### config.mk
export PLATFORM = sky130hd
export DESIGN_NAME = acc_sequencer
export DESIGN_NICKNAME = d
export VERILOG_FILES = /design/src/rtl/acc_sequencer.sv
export SDC_FILE = /design/constraint.sdc
export NUM_CORES = 1
export LEC_CHECK = 0
export CAP_MARGIN = 10
export CORE_ASPECT_RATIO = 1.2
export CORE_MARGIN = 1
export CORE_UTILIZATION = 53
export CTS_BUF_LIST = sky130_fd_sc_hd__clkbuf_16
export DETAILED_ROUTE_END_ITERATION = 10
export DONT_BUFFER_PORTS = 1
export PLACE_DENSITY = 0.67
export SKIP_CTS_REPAIR_TIMING = 1
export SYNTH_ARGS = -nofsm -noshare
export SYNTH_HDL_FRONTEND = slang
export SYNTH_SLANG_ARGS = --single-unit
### constraint.sdc
create_clock -name clk -period 2.02 [get_ports clk]
set_clock_uncertainty 0.2 [all_clocks]
set_input_delay 0.202 -clock clk [delete_from_list [all_inputs] [get_ports clk]]
set_output_delay 0.202 -clock clk [all_outputs]
set_load 0.01 [all_outputs]
### src/rtl/acc_sequencer.sv
// Fetch/decode/execute controller for the 4-bit accumulator CPU.
// Owns PC, ACC, IR and the output port; fetches over req/valid and writes ALU results back.
module acc_sequencer #(
  parameter logic [3:0] RESET_PC = 4'h0
) (
  input  logic       clk,
  input  logic       rst,
  input  logic       run,
  output logic       fetch_req,
  output logic [3:0] instr_addr,
  input  logic [7:0] instr,
  input  logic       instr_valid,
  output logic [3:0] alu_acc,
  output logic [3:0] alu_imm,
  output logic [3:0] alu_opcode,
  input  logic [3:0] alu_result,
  output logic [3:0] out_data,
  output logic       out_valid,
  output logic       zero,
  output logic       halted
);

  typedef enum logic [1:0] {
    S_IDLE,
    S_FETCH,
    S_EXEC,
    S_HALT
  } state_t;

  typedef enum logic [3:0] {
    OP_NOP  = 4'h0,
    OP_LDI  = 4'h1,
    OP_ADD  = 4'h2,
    OP_SUB  = 4'h3,
    OP_AND  = 4'h4,
    OP_OR   = 4'h5,
    OP_JMP  = 4'h6,
    OP_JZ   = 4'h7,
    OP_OUT  = 4'h8,
    OP_HALT = 4'hF
  } opcode_t;

  state_t      r_state;
  state_t      w_next_state;
  logic [3:0]  r_pc;
  logic [3:0]  r_acc;
  logic [7:0]  r_ir;
  logic [3:0]  r_out_data;
  logic        r_out_valid;
  logic [3:0]  w_pc_next;
  logic [3:0]  w_imm;
  logic        w_exec;
  opcode_t     w_op;

  assign w_op   = opcode_t'(r_ir[7:4]);
  assign w_imm  = r_ir[3:0];
  assign w_exec = (r_state == S_EXEC);

  always_comb begin
    w_next_state = r_state;
    unique case (r_state)
      S_IDLE:  if (run) w_next_state = S_FETCH;
      S_FETCH: if (instr_valid) w_next_state = S_EXEC;
      S_EXEC: begin
        if (w_op == OP_HALT) w_next_state = S_HALT;
        else if (run)        w_next_state = S_FETCH;
        else                 w_next_state = S_IDLE;
      end
      S_HALT:  w_next_state = S_HALT;
      default: w_next_state = S_IDLE;
    endcase
  end

  // JZ tests ACC as it stands before this instruction executes.
  always_comb begin
    w_pc_next = r_pc + 4'd1;
    case (w_op)
      OP_JMP:  w_pc_next = w_imm;
      OP_JZ:   if (r_acc == 4'd0) w_pc_next = w_imm;
      OP_HALT: w_pc_next = r_pc;
      default: ;
    endcase
  end

  always_ff @(posedge clk or posedge rst) begin
    if (rst) begin
      r_state     <= S_IDLE;
      r_pc        <= RESET_PC;
      r_acc       <= '0;
      r_ir        <= '0;
      r_out_data  <= '0;
      r_out_valid <= 1'b0;
    end else begin
      r_state     <= w_next_state;
      r_out_valid <= w_exec && (w_op == OP_OUT);
      if (r_state == S_FETCH && instr_valid) r_ir <= instr;
      if (w_exec) begin
        r_pc <= w_pc_next;
        case (w_op)
          OP_LDI:                         r_acc <= w_imm;
          OP_ADD, OP_SUB, OP_AND, OP_OR:  r_acc <= alu_result;
          OP_OUT:                         r_out_data <= r_acc;
          default: ;
        endcase
      end
    end
  end

  assign fetch_req  = (r_state == S_FETCH);
  assign halted     = (r_state == S_HALT);
  assign instr_addr = r_pc;
  assign alu_acc    = r_acc;
  assign alu_imm    = r_ir[3:0];
  assign alu_opcode = w_exec ? r_ir[7:4] : '0;
  assign out_data   = r_out_data;
  assign out_valid  = r_out_valid;
  assign zero       = (r_acc == 4'd0);

endmodule

* Word level (Yosys, flattened, before mapping)
Index checks and enable logic that the tools add are counted.
Widths: inputs -> output; s select.
** Word-level totals
- Output and inout bits :: 24
- Flip-flop bits (word level) :: 23
- Input bits :: 16
** Cells by class
- Bitwise logic cells :: 1
- Eq/ne operators :: 14
- Reduce and logical (&&, ||, !) cells :: 10
- Multiplexer cells :: 9
- $add $sub $neg :: 1
** Operators by type and width (number)
- $eq 4x3->1 const B :: 4
- $pmux 4 s3 :: 1
- $eq 4x2->1 const B :: 2
- $eq 4x4->1 const B :: 2
- $mux 4 :: 2
- $pmux 2 s4 :: 1
- $pmux 4 s2 :: 1
- $reduce_and 2->1 :: 4
- $mux 2 :: 3
- $add 4x1->4 const B :: 1
- $eq 2x2->1 const B :: 2
- $eq 4x1->1 const B :: 1
- $logic_not 4->1 :: 1
- $reduce_or 4->1 :: 1
- $eq 2x1->1 const B :: 1
- $logic_and 1x1->1 :: 2
- $logic_not 2->1 :: 1
- $ne 2x1->1 const B :: 1
- $ne 2x2->1 const B :: 1
- $reduce_bool 2->1 :: 1
- $mux 1 :: 1
- $not 1->1 :: 1

* Logic depth before layout (Yosys ltp)
- Depth in word-level cells :: 4
- Depth in mapped cells :: 5

* Worst setup path after synthesis
Ideal clock, no wire load.
- Path type :: register to register
- From :: reg r_acc[0], in the netlist alu_acc[0]
- To :: reg r_pc[2], in the netlist instr_addr[2]
- Cell stages (with the launch flop) :: 5
- Path buffers :: 0
- Data required time :: 1680 ps
- Clock period less this slack :: 1892 ps
- Setup slack :: 128 ps
- Arrival :: 1552 ps
- Cells stage by stage :: dfrtp_1 > or4_4 > a211o_1 > mux2i_1 > a22oi_1
** Between the ends
- Cells in the longest elaborated chain, start to end :: 3
** Ends and longest elaborated chain
- start, declared :: line 46 : logic [3:0] r_acc;
- start signal, assigned :: line 100 : OP_LDI: r_acc <= w_imm;
- start signal, assigned :: line 101 : OP_ADD, OP_SUB, OP_AND, OP_OR: r_acc <= alu_result;
- $logic_not 4->1 :: line 79 : OP_JZ: if (r_acc == 4'd0) w_pc_next = w_imm;
- $mux 4 :: line 79
- $pmux 4 s3 :: line 77 : case (w_op)
- end signal, assigned :: line 98 : r_pc <= w_pc_next;
- end, declared :: line 45 : logic [3:0] r_pc;
No other way between the ends.
A chain may end at the register's enable or synchronous reset.

* Final worst setup path
- From :: reg r_acc[0], in the netlist alu_acc[0]
- To :: reg r_pc[3], in the netlist instr_addr[3]
Same word-level chain as after synthesis.

==> run summary <==
clk_lat worst skew: 0.25 ns
Core Region: 1910 sq um
max-cap viol count: 0
IO Pins: 40
dominant synthesized flop cell: dfrtp_1
critical path class: reg2reg
largest cells by area after synthesis: dfrtp_1 (51%), mux2_2 (12%), mux2i_1 (7.1%)
DRT Pass-1 Iters: 7
DRT met1 WL: 893 microns
largest net degree at the start of global routing: 24
Clock transition at path regs: 0.06 ns
NumNets Final: 131
total track usage: 19.2%
CTS tree: yes
Die ar.: 2300 sq um
ANT cells: 0
Synth Register Bits: 23
fin area: 1330 sq um
H-tree depth: 1
first-pass GRT wire length: 3.19 mm
TritonCTS Buffers: 3
Layout area overhead: 19.0%
Met2 Routed Length: 1.05 mm
Fin. Hold Viols: 2
Syn Nets: 117
actual slew at the worst max-slew pin: 0.457 ns
Vias: 761
Die Width: 44.0 microns
Synth area leader: dfrtp_1
final WL: 2.07 mm
root buffer cell: clkbuf_16
Max Freq: 0.514 GHz
fraction of synthesized cell area taken by the top area cell type: 51.3%
syn_area_per_cell: 11.2 sq um
Peak VDD IR: 0.629 mV
Max Root-Sink Buffers: 2
top-count cell post-synth: dfrtp_1
standard-cell row count: 17
Post-DP HPWL: 1.54 mm
Placed Cells: 116
most frequent cells after synthesis: dfrtp_1 (23), mux2_2 (12), nand2_1 (10)
leak pwr: 0.649 nW
Syn. warnings: 0
EDFF count, synth: 0
top routing layer in use: met3
Synth cell types: 25
endpoints failing setup: 0
Max transition margin: 69.4%
crit share post-route: 96.2%
violated checks: design-rule violations, negative hold slack
final non-filler cell total: 132
Crit. End Element: flip-flop
Synth async-reset ratio: 100%
number of port buffers: 0
unrepaired setup endpoints after global routing: no
crit path DAT: 1.86 ns
placed inst area: 1130 sq um
# fillers: 149
Routed Antenna Nets: 0
status: finished with violations
min cycle time layout: 1.94 ns
initial antenna violation count: 0
critical path data required time: 1.93 ns
Die Y-Extent: 52.4 microns
DRC viols: 2
Mapped Cells: 100
CP max FO: 4
initial core utilization: 58.6%
startpoint class of the critical path: flip-flop
WL met3: 119 microns
vias in the first global route: 700
TNS Setup: 0 ns
Hold Crit Class: in2reg
synthesized area: 1120 sq um
share of cells above drive strength 1: 20.4%
power per cell area: 682 nW/um^2
gpl congestion: 0.695
# clock sinks: 23
sequential fraction of the synthesis area: 51.3%
Worst Hold Slack: -0.0414 ns
via/cell ratio: 5.77
pins over their slew limit: 0
Initial DRC Count: 11
Overflow after GRT: 0
Avg WL per Cell: 15.7 microns
==> metal layers <==
metal  vias up  track usage [%]
met5         -                0
met4         0             4.55
met3         0             5.17
met2        28             33.1
met1       363             23.9
li1        370                -
==> per-stage QoR <==
stage	hold WS (ns)	utilization [%]	total power (W)	worst slack (ns)
2_1_floorplan	0.00392	-	0.000477	0.128
3_3_place_gp	-0.0531	59.2	0.000481	0.143
4_1_cts	-0.319	63.4	0.000897	0.0778
3_5_place_dp	-0.0504	59.2	0.000481	0.107
5_1_grt	0.00750	69.7	0.000939	0.0148
6_report	-0.0414	69.7	0.000910	0.0762
==> placed cells by master, fill, tap and decap left out, types with 2 or more instances in the layout <==
master,instances
a21boi_0,2
o21ai_0,8
dlygate4sd3_1,12
dfrtp_1,23
mux2i_1,8
buf_4,4
inv_1,4
and3_1,2
clkbuf_16,3
and2_1,5
nor2b_1,2
nand2_1,10
nor2_1,4
a22oi_1,2
mux2_2,12
==> path summary, 6_finish.rpt <==
path	startpoint	to	slack, ns	cells after the start
min in group asynchronous	rst	r_ir[1]	0.22	3
setup / recovery	alu_acc[0]	instr_addr[3]	0.08	4
hold reg to reg	out_data[0]	out_data[0]	0.38	1
hold / removal	run	r_state[0]	-0.04	2
max in group asynchronous	rst	r_state[1]	1.16	3
setup reg to reg	alu_acc[0]	instr_addr[3]	0.08	4
==> cell type report <==
cell class	instances	area (sq um)	share of cell area, %
inverters	4	15.0	1.13
clock inverters	1	5.00	0.375
multi-input cells	66	489	36.7
flip-flops and latches	23	576	43.2
clock buffers	3	75.1	5.63
well taps	19	23.8	1.78
repair buffers	16	150	11.3
==> cells by family (layout without fill, tap and decap cells) <==
family / after synthesis / count (layout) / synth area share, %
AOI/OAI and AO/OA: 15 / 15 / 8.59
xor gates and xnor gates: 1 / 1 / 0.781
adders and majority gates: 1 / 1 / 1.12
buffers and inverters: 11 / 24 / 5.02
DFF: 23 / 23 / 51.3
muxes: 20 / 20 / 19.2
and+or+nand+nor: 29 / 29 / 14.0
==> report_power, final <==
| part | internal [W] | total (W) | switching [W] |
|---|---|---|---|
| logic | 0.0000174 | 0.0000291 | 0.0000118 |
| registers | 0.000461 | 0.000461 | 0 |
| clock network | 0.000266 | 0.000420 | 0.000154 |
==> critical path, stage by stage (launching register included) <==
cell     delay (ns)
dfrtp_1        0.39
or4_4          0.56
a211o_1        0.39
mux2i_1        0.18
a22oi_1        0.08
==> registers in the layout, summed over array words and instances, names as in the netlist <==
register    cells
alu_acc         4
r_state         2
out_data        4
r_ir            8
out_valid       1
instr_addr      4
No activity file was read; power rests on OpenSTA's default activity.
